<file path="src/rtl/ccff_chain_loader.sv">
// ccff_chain_loader: serializes valid/ready bitstream words LSB-first into a ccff chain; optional readback via CCFF_READBACK_EN.
// Latency: a word accepted in cycle N puts its bit 0 on ccff_head with ccff_shift_en in cycle N+1; consecutive words shift with no bubble.
// Backpressure: cfg_ready is low while bits are pending or the chain is already covered; with readback, an unaccepted rb word stalls shifting.
module ccff_chain_loader #(
    parameter int CHAIN_LEN = 256,
    parameter int WORD_W    = 8
) (
    input  logic              prog_clk,
    input  logic              prog_reset,
    input  logic              start,
    input  logic              abort,
    input  logic              cfg_valid,
    input  logic [WORD_W-1:0] cfg_data,
    output logic              cfg_ready,
    output logic              ccff_head,
    output logic              ccff_shift_en,
    input  logic              ccff_tail,
    input  logic              test_en_req,
    output logic              Test_en,
    output logic              busy,
    output logic              done,
    output logic              aborted
`ifdef CCFF_READBACK_EN
    ,
    output logic              rb_valid,
    output logic [WORD_W-1:0] rb_data,
    input  logic              rb_ready
`endif
);

    localparam int CNT_W = $clog2(CHAIN_LEN + 1);
    localparam int BL_W  = $clog2(WORD_W + 1);
    localparam int SUM_W = ((CNT_W > BL_W) ? CNT_W : BL_W) + 1;

    localparam logic [0:0] ST_IDLE = 1'b0;
    localparam logic [0:0] ST_LOAD = 1'b1;

    logic [0:0]        state;
    logic [CNT_W-1:0]  bit_cnt;
    logic [WORD_W-1:0] shreg;
    logic [BL_W-1:0]   bits_left;

    logic              rb_stall;
    logic              shift_go;
    logic              last_bit;
    logic              accept;
    logic [SUM_W-1:0]  covered;
    logic [SUM_W-1:0]  remaining;
    logic [BL_W-1:0]   load_bits;

    assign busy      = (state == ST_LOAD);
    // covered counts bits already shifted plus bits still queued in shreg
    assign covered   = SUM_W'(bit_cnt) + SUM_W'(bits_left);
    assign remaining = SUM_W'(CHAIN_LEN) - covered;
    assign load_bits = (remaining < SUM_W'(WORD_W)) ? BL_W'(remaining) : BL_W'(WORD_W);

    assign shift_go  = busy && (bits_left != '0) && !abort && !rb_stall;
    assign last_bit  = shift_go && ((SUM_W'(bit_cnt) + SUM_W'(1)) == SUM_W'(CHAIN_LEN));
    assign cfg_ready = busy && !rb_stall
                       && ((bits_left == '0) || ((bits_left == BL_W'(1)) && shift_go))
                       && (covered < SUM_W'(CHAIN_LEN));
    assign accept    = cfg_valid && cfg_ready;

    assign ccff_shift_en = shift_go;
    assign ccff_head     = shift_go ? shreg[0] : 1'b0;
    assign Test_en       = test_en_req & ~busy;

    always_ff @(posedge prog_clk or posedge prog_reset) begin
        if (prog_reset) begin
            state     <= ST_IDLE;
            bit_cnt   <= '0;
            shreg     <= '0;
            bits_left <= '0;
            done      <= 1'b0;
            aborted   <= 1'b0;
        end else begin
            case (state)
                ST_IDLE: begin
                    if (start) begin
                        state     <= ST_LOAD;
                        bit_cnt   <= '0;
                        shreg     <= '0;
                        bits_left <= '0;
                        done      <= 1'b0;
                        aborted   <= 1'b0;
                    end
                end
                ST_LOAD: begin
                    if (abort) begin
                        state     <= ST_IDLE;
                        aborted   <= 1'b1;
                        shreg     <= '0;
                        bits_left <= '0;
                    end else begin
                        if (shift_go) begin
                            bit_cnt   <= bit_cnt + CNT_W'(1);
                            shreg     <= shreg >> 1;
                            bits_left <= bits_left - BL_W'(1);
                        end
                        // a new word replaces the drained shreg on the same edge
                        if (accept) begin
                            shreg     <= cfg_data;
                            bits_left <= load_bits;
                        end
                        if (last_bit) begin
                            state <= ST_IDLE;
                            done  <= 1'b1;
                        end
                    end
                end
                default: state <= ST_IDLE;
            endcase
        end
    end

`ifdef CCFF_READBACK_EN
    logic [WORD_W-1:0] rb_pack;
    logic [WORD_W-1:0] pack_next;
    logic [BL_W-1:0]   rb_cnt;

    assign rb_stall = rb_valid && !rb_ready;

    always_comb begin
        pack_next = rb_pack;
        for (int i = 0; i < WORD_W; i++) begin
            if (rb_cnt == BL_W'(i)) pack_next[i] = ccff_tail;
        end
    end

    always_ff @(posedge prog_clk or posedge prog_reset) begin
        if (prog_reset) begin
            rb_pack  <= '0;
            rb_cnt   <= '0;
            rb_valid <= 1'b0;
            rb_data  <= '0;
        end else if ((!busy && start) || (busy && abort)) begin
            rb_pack  <= '0;
            rb_cnt   <= '0;
            rb_valid <= 1'b0;
        end else begin
            if (rb_valid && rb_ready) rb_valid <= 1'b0;
            // the stall guarantees the previous word has left before a new one lands
            if (shift_go) begin
                if ((rb_cnt == BL_W'(WORD_W - 1)) || last_bit) begin
                    rb_data  <= pack_next;
                    rb_valid <= 1'b1;
                    rb_pack  <= '0;
                    rb_cnt   <= '0;
                end else begin
                    rb_pack <= pack_next;
                    rb_cnt  <= rb_cnt + BL_W'(1);
                end
            end
        end
    end
`else
    logic unused_tail;

    assign rb_stall    = 1'b0;
    assign unused_tail = ccff_tail;
`endif

endmodule
</file>
<file path="config.mk">
export PLATFORM = sky130hd
export DESIGN_NAME = ccff_chain_loader
export DESIGN_NICKNAME = d
export VERILOG_FILES = /design/src/rtl/ccff_chain_loader.sv
export SDC_FILE = /design/constraint.sdc
export NUM_CORES = 1
export LEC_CHECK = 0
export CAP_MARGIN = 20
export CORE_MARGIN = 1.5
export CORE_UTILIZATION = 59
export CTS_BUF_LIST = sky130_fd_sc_hd__clkbuf_8 sky130_fd_sc_hd__clkbuf_16
export DETAILED_ROUTE_END_ITERATION = 8
export PLACE_DENSITY = 0.84
export SLEW_MARGIN = 20
export SYNTH_ARGS = -nofsm -noshare
export SYNTH_HDL_FRONTEND = slang
export SYNTH_SLANG_ARGS = --single-unit
</file>
<file path="constraint.sdc">
create_clock -name prog_clk -period 6.9 [get_ports prog_clk]
set_input_delay 1.035 -clock prog_clk [delete_from_list [all_inputs] [get_ports prog_clk]]
set_output_delay 1.035 -clock prog_clk [all_outputs]
set_load 0.01 [all_outputs]
</file>
==> reports/qor.yml, run 1 <==
status: "completed"
synth_nets: 228
antennaDiodeCount: 0
finalHoldViolCount: 0
portBuffers: 20
powerDensity_mw_per_mm2: 318
setup.worst_path.end: "ccff_shift_en"
die_area_sq_mm: 0.00320
comb_power_share_pct: 48.6
first_pass_iters: 4
syn_inst: 203
cp-start-kind: "primary input"
cts_resized: 0
synthToLayoutAreaGrowth_pct: 15.7
synth_edf_count: 0
cts_tree: "done"
grt_max_degree: 25
fill_cells: 210
postSynthAreaPerCell_sq_um: 8.35
grt_usage_pct: 27.4
timing.slew.headroom_pct: 40.0
rows: 19
crit_path_start: "abort"
power_leakage_nw: 0.883
switchingPower_mw: 0.254
cts_setup_buffers: 0
cts_num_sinks: 24
r2r-end: "bits_left[0]"
finalWorstSetupSlack_ns: 2.52
rsz0062_at_grt: "false"
clk_pin_slew_ns: 0.09
path_max_fanout: 13
post-place-ws_ns: 2.51
drt_iter0_markers: 66
synth.distinct_cells: 45
finalSetupViolCount: 0
start_util_pct: 62.0
dpl_cell_area_sq_mm: 0.00189
r2r_cells: 8
rr_startpoint: "bit_cnt[0]"
htreeDepth: 1
synth_seq_cells: 24
cts_made_buffers: 3
core_area_sq_mm: 0.00273
root_buffer: "clkbuf_8"
clk_latency_ns: 0.27
drv_slew: 0
reg2reg_slack_ns: 3.50
finalCritPeriodShare_pct: 63.4
ys_warn_count: 0
wirelength_microns: 3990
crit_required_ns: 5.86
ant_nets: 0
die_y_microns: 56.6
seq_area_frac_synth_pct: 35.5
place_congestion: 0.897
post_drt_via_cell_ratio: 6.24
die_w_microns: 56.6
worstSetupPathType: "primary input to output port"
antenna_found_initial: 0
worst-slew-pin-transition_ns: 0.899
p_int_mw: 0.369
drc: 0
p_seq_share_pct: 31.3
ios: 22
dp_hpwl_microns: 2880
synthFlopType: "dfrtp_1"
fin_crit_ns: 4.38
netSwitchingFraction_pct: 40.8
final_area_sq_mm: 0.00196
fin_worst_skew_ns: 0.00329
grt_pass1_wl_microns: 6990
async_flop_share_pct: 100
postCtsHoldBufs: 0
max-vdd-ir-drop_mv: 0.227
pwr-share-clk_pct: 20.1
setup_tns_ns: 0
hold_class: "flop to flop"
grt_remaining_overflow: 0
drv_cap: 0
grt_pass1_vias: 1608
syn_area_sq_mm: 0.00169
nNetsFinal: 246
end_kind: "output port"
wl_per_cell_microns: 15.9
vias: 1565
drive_above_1_share_pct: 5.00
clk_path_buf_depth: 2
fmax_ghz: 0.228
worstPathArrival_ns: 3.34
-- synthesized netlist by cell type (2+ instances only) --
cell type,number,area [sq um]
buf_6,2,22.5
or3_1,5,31.3
nor2_1,14,52.6
mux2i_1,7,70.1
o21ai_0,15,75.1
xnor2_1,9,78.8
a31oi_1,2,12.5
dfrtp_1,24,601
a41o_1,2,20.0
xor2_1,3,26.3
nand2_1,31,116
a21oi_1,11,55.1
inv_1,10,37.5
nand3_1,10,50.1
o21ai_1,7,35.0
nor2b_1,4,25.0
ha_1,9,113
buf_2,3,15.0
clkbuf_1,2,7.51
nor3_1,6,30.0
o2bb2ai_1,2,17.5
nand4_1,2,12.5
-- worst max-delay path, stage by stage --
cell,delay (ns)
clkdlybuf4s50_1,0.45
nor2b_1,0.50
nand2_1,0.35
inv_1,0.40
clkdlybuf4s50_1,0.61
-- sequential cells by signal, summed over array words and instances (netlist names) --
register and count:
aborted 1, bit_cnt 9, bits_left 4, busy 1
done 1, shreg 8
-- layout make-up --
type	instances	area (sq um)	share of cell area [%]
sequential	24	601	30.7
clock inverter	1	30.0	1.53
timing repair buffer	20	200	10.2
inverter	11	41.3	2.11
multi-input combinational	161	1010	51.4
clock buffer	3	41.3	2.11
tap	31	38.8	1.98
-- power by group through the flow --
| stage | logic [mW] | clock network, mW | registers (mW) |
|---|---|---|---|
| 2_1_floorplan | 0.231 | 0 | 0.188 |
| 3_3_place_gp | 0.280 | 0 | 0.195 |
| 3_5_place_dp | 0.293 | 0 | 0.196 |
| 4_1_cts | 0.299 | 0.124 | 0.194 |
| 5_1_grt | 0.341 | 0.130 | 0.200 |
| 6_report | 0.302 | 0.125 | 0.195 |
-- cell families after synthesis --
kind of cell	synth area share [%]
and+or+nand+nor	22.1
AOI/OAI and AO/OA	19.2
DFF	35.5
buffers and inverters	5.10
xor gates and xnor gates	6.20
adders and majority gates	7.83
muxes	4.14
-- layout by cell type (no fill, tap or decap), types with 7 or more instances in the layout --
cell,instances
ha_1,9
o21ai_0,15
xnor2_1,9
inv_1,10
a21oi_1,11
o21ai_1,7
nand2_1,31
nor2_1,14
clkdlybuf4s50_1,20
nand3_1,10
mux2i_1,7
dfrtp_1,24
-- through the flow --
step                hold slack, ns  total power, mW  cells  utilization, %
finish                       0.496            0.623    251            71.7
global route                 0.520            0.670    251            71.7
CTS                          0.495            0.618    251            71.7
detailed placement           0.476            0.489    247            69.1
global placement             0.471            0.475    247            69.1
floorplan                    0.447            0.419    203               -
-- metal layers --
metal  GRT usage (%)  wire (microns)  vias up
met5               0               0        -
met1            32.4            1670      747
met2            50.2            2030       58
met3            4.84             215       14
met4            7.82              76        0
li1                -               -      746
-- how the worst min path moves through the flow --
| stage | end | slack, ns | start | cells past startpoint |
|---|---|---|---|---|
| global route | shreg[6] | 0.52 | shreg[6] | 2 |
| detailed placement | shreg[6] | 0.48 | shreg[6] | 2 |
| floorplan | shreg[0] | 0.45 | shreg[0] | 2 |
| global placement | shreg[6] | 0.47 | shreg[6] | 2 |
| finish | shreg[6] | 0.50 | shreg[6] | 2 |
| CTS | shreg[6] | 0.49 | shreg[6] | 2 |
No activity file was read; power rests on OpenSTA's default activity.
==> run 2, diff against run 1 <==
--- a/config.mk
+++ b/config.mk
@@ -7,10 +7,10 @@
 export LEC_CHECK = 0
 export CAP_MARGIN = 20
 export CORE_MARGIN = 1.5
-export CORE_UTILIZATION = 59
+export CORE_UTILIZATION = 55
 export CTS_BUF_LIST = sky130_fd_sc_hd__clkbuf_8 sky130_fd_sc_hd__clkbuf_16
 export DETAILED_ROUTE_END_ITERATION = 8
-export PLACE_DENSITY = 0.84
+export PLACE_DENSITY = 0.8
 export SLEW_MARGIN = 20
 export SYNTH_ARGS = -nofsm -noshare
 export SYNTH_HDL_FRONTEND = slang
==> constraint.sdc (replaced) <==
create_clock -name prog_clk -period 4.45 [get_ports prog_clk]
set_input_delay 0.6675 -clock prog_clk [delete_from_list [all_inputs] [get_ports prog_clk]]
set_output_delay 0.6675 -clock prog_clk [all_outputs]
set_load 0.01 [all_outputs]
==> reports/qor.yml, run 2 (synthesis gave the netlist of run 1 again) <==
clk_latency_ns: 0.27
dp_hpwl_microns: 2970
cts_resized: 0
timing.slew.headroom_pct: 38.8
max-vdd-ir-drop_mv: 0.231
regArea_sq_um: 601
antenna_found_initial: 0
finalCritPeriodShare_pct: 80.0
finalHoldViolCount: 0
worstSetupPathType: "flop to output port"
drt_iter0_markers: 69
root_buffer: "clkbuf_8"
drive_above_1_share_pct: 5.43
postCtsHoldBufs: 0
start_util_pct: 59.9
final_common_cell: "nand2_1"
place_congestion: 0.899
clk_pin_slew_ns: 0.09
die_y_microns: 58.5
final_cells: 252
grt_max_degree: 25
top_register: "bit_cnt"
grt_pass1_vias: 1457
clk_path_buf_depth: 2
grt_pass1_wl_microns: 6690
hold_class: "flop to flop"
top_regs: "bit_cnt: 9 flops, shreg: 8 flops, bits_left: 4 flops"
drv_slew: 0
setup_tns_ns: 0
cts_made_buffers: 3
vias: 1533
worstPathArrival_ns: 2.89
post_drt_via_cell_ratio: 6.08
cts_tree: "done"
portBuffers: 20
finalSetupViolCount: 0
worst-slew-pin-transition_ns: 0.917
status: "completed"
die_area_sq_mm: 0.00342
ant_nets: 0
htreeDepth: 1
fmax_ghz: 0.281
power_leakage_nw: 0.882
drv_cap: 0
post-route-util_pct: 69.0
largest_reg_flops: 9
nNetsFinal: 247
first_pass_iters: 4
cts_setup_buffers: 0
core_area_sq_mm: 0.00283
grt_usage_pct: 25.5
wl_per_cell_microns: 15.6
powerDensity_mw_per_mm2: 468
end_kind: "output port"
synthToLayoutAreaGrowth_pct: 15.1
drc: 0
antennaDiodeCount: 0
fill_cells: 225
rows: 19
dp.cells: 248
cp-start-kind: "flop"
cts_num_sinks: 24
fin_crit_ns: 3.56
rsz0062_at_grt: "false"
die_w_microns: 58.5
multiInputGateArea_sq_mm: 0.00101
fin_worst_skew_ns: 0.00356
layout_common_cells: "nand2_1 (31), dfrtp_1 (24), clkdlybuf4s50_1 (20)"
path_max_fanout: 6
wirelength_microns: 3920
crit_required_ns: 3.78
ios: 22
grt_remaining_overflow: 0
[run 2: worst paths after layout]
kind	startpoint	endpoint	slack [ns]	cells past startpoint
max in group asynchronous	prog_reset	bit_cnt[2]	3.00	2
worst max register to register	bit_cnt[0]	bits_left[0]	1.32	8
worst min register to register	shreg[5]	shreg[5]	0.50	2
worst min-delay path	shreg[5]	shreg[5]	0.50	2
min in group asynchronous	prog_reset	shreg[2]	0.89	2
worst max-delay path	bit_cnt[0]	cfg_ready	0.89	7
[run 2: layer usage]
metal  share of wire, %  vias to the layer above  GRT usage (%)
met1                 45                      726           36.2
met5                  0                        -              0
met3                5.4                        4           2.86
met4                1.3                        0           7.97
met2                 48                       51           41.1
li1                   -                      752              -
[run 2: final cells by class]
cell class / instances / area share [%]
Timing Repair Buffer: 21 / 10.6
Multi-Input combinational cell: 161 / 51.6
Sequential cell: 24 / 30.8
Clock buffer: 4 / 2.82
Inverter: 11 / 2.12
Tap cell: 31 / 1.99
[run 2: per-stage QoR]
step           area [sq um]  worst slack (ns)  hold slack, ns  power (mW)
2_1_floorplan          1690              1.98           0.447       0.649
3_3_place_gp           1900              1.20           0.464       0.740
3_5_place_dp           1900              1.17           0.477       0.759
4_1_cts                1950             0.887           0.497       0.911
5_1_grt                1950             0.719           0.520       0.991
6_report               1950             0.891           0.497       0.912
[run 2: worst max-delay path, cell delays in order (launching register included)]
cell and delay (ns):
dfrtp_1 0.45, ha_1 0.23, fa_1 0.25, a21oi_1 0.08, or4b_1 0.47, o32ai_1 0.34, and2_2 0.25, clkdlybuf4s50_1 0.54
[run 2: where the power goes]
group	internal, mW	switching [mW]
clock network	0.0791	0.0721
logic	0.200	0.259
registers	0.251	0.0506
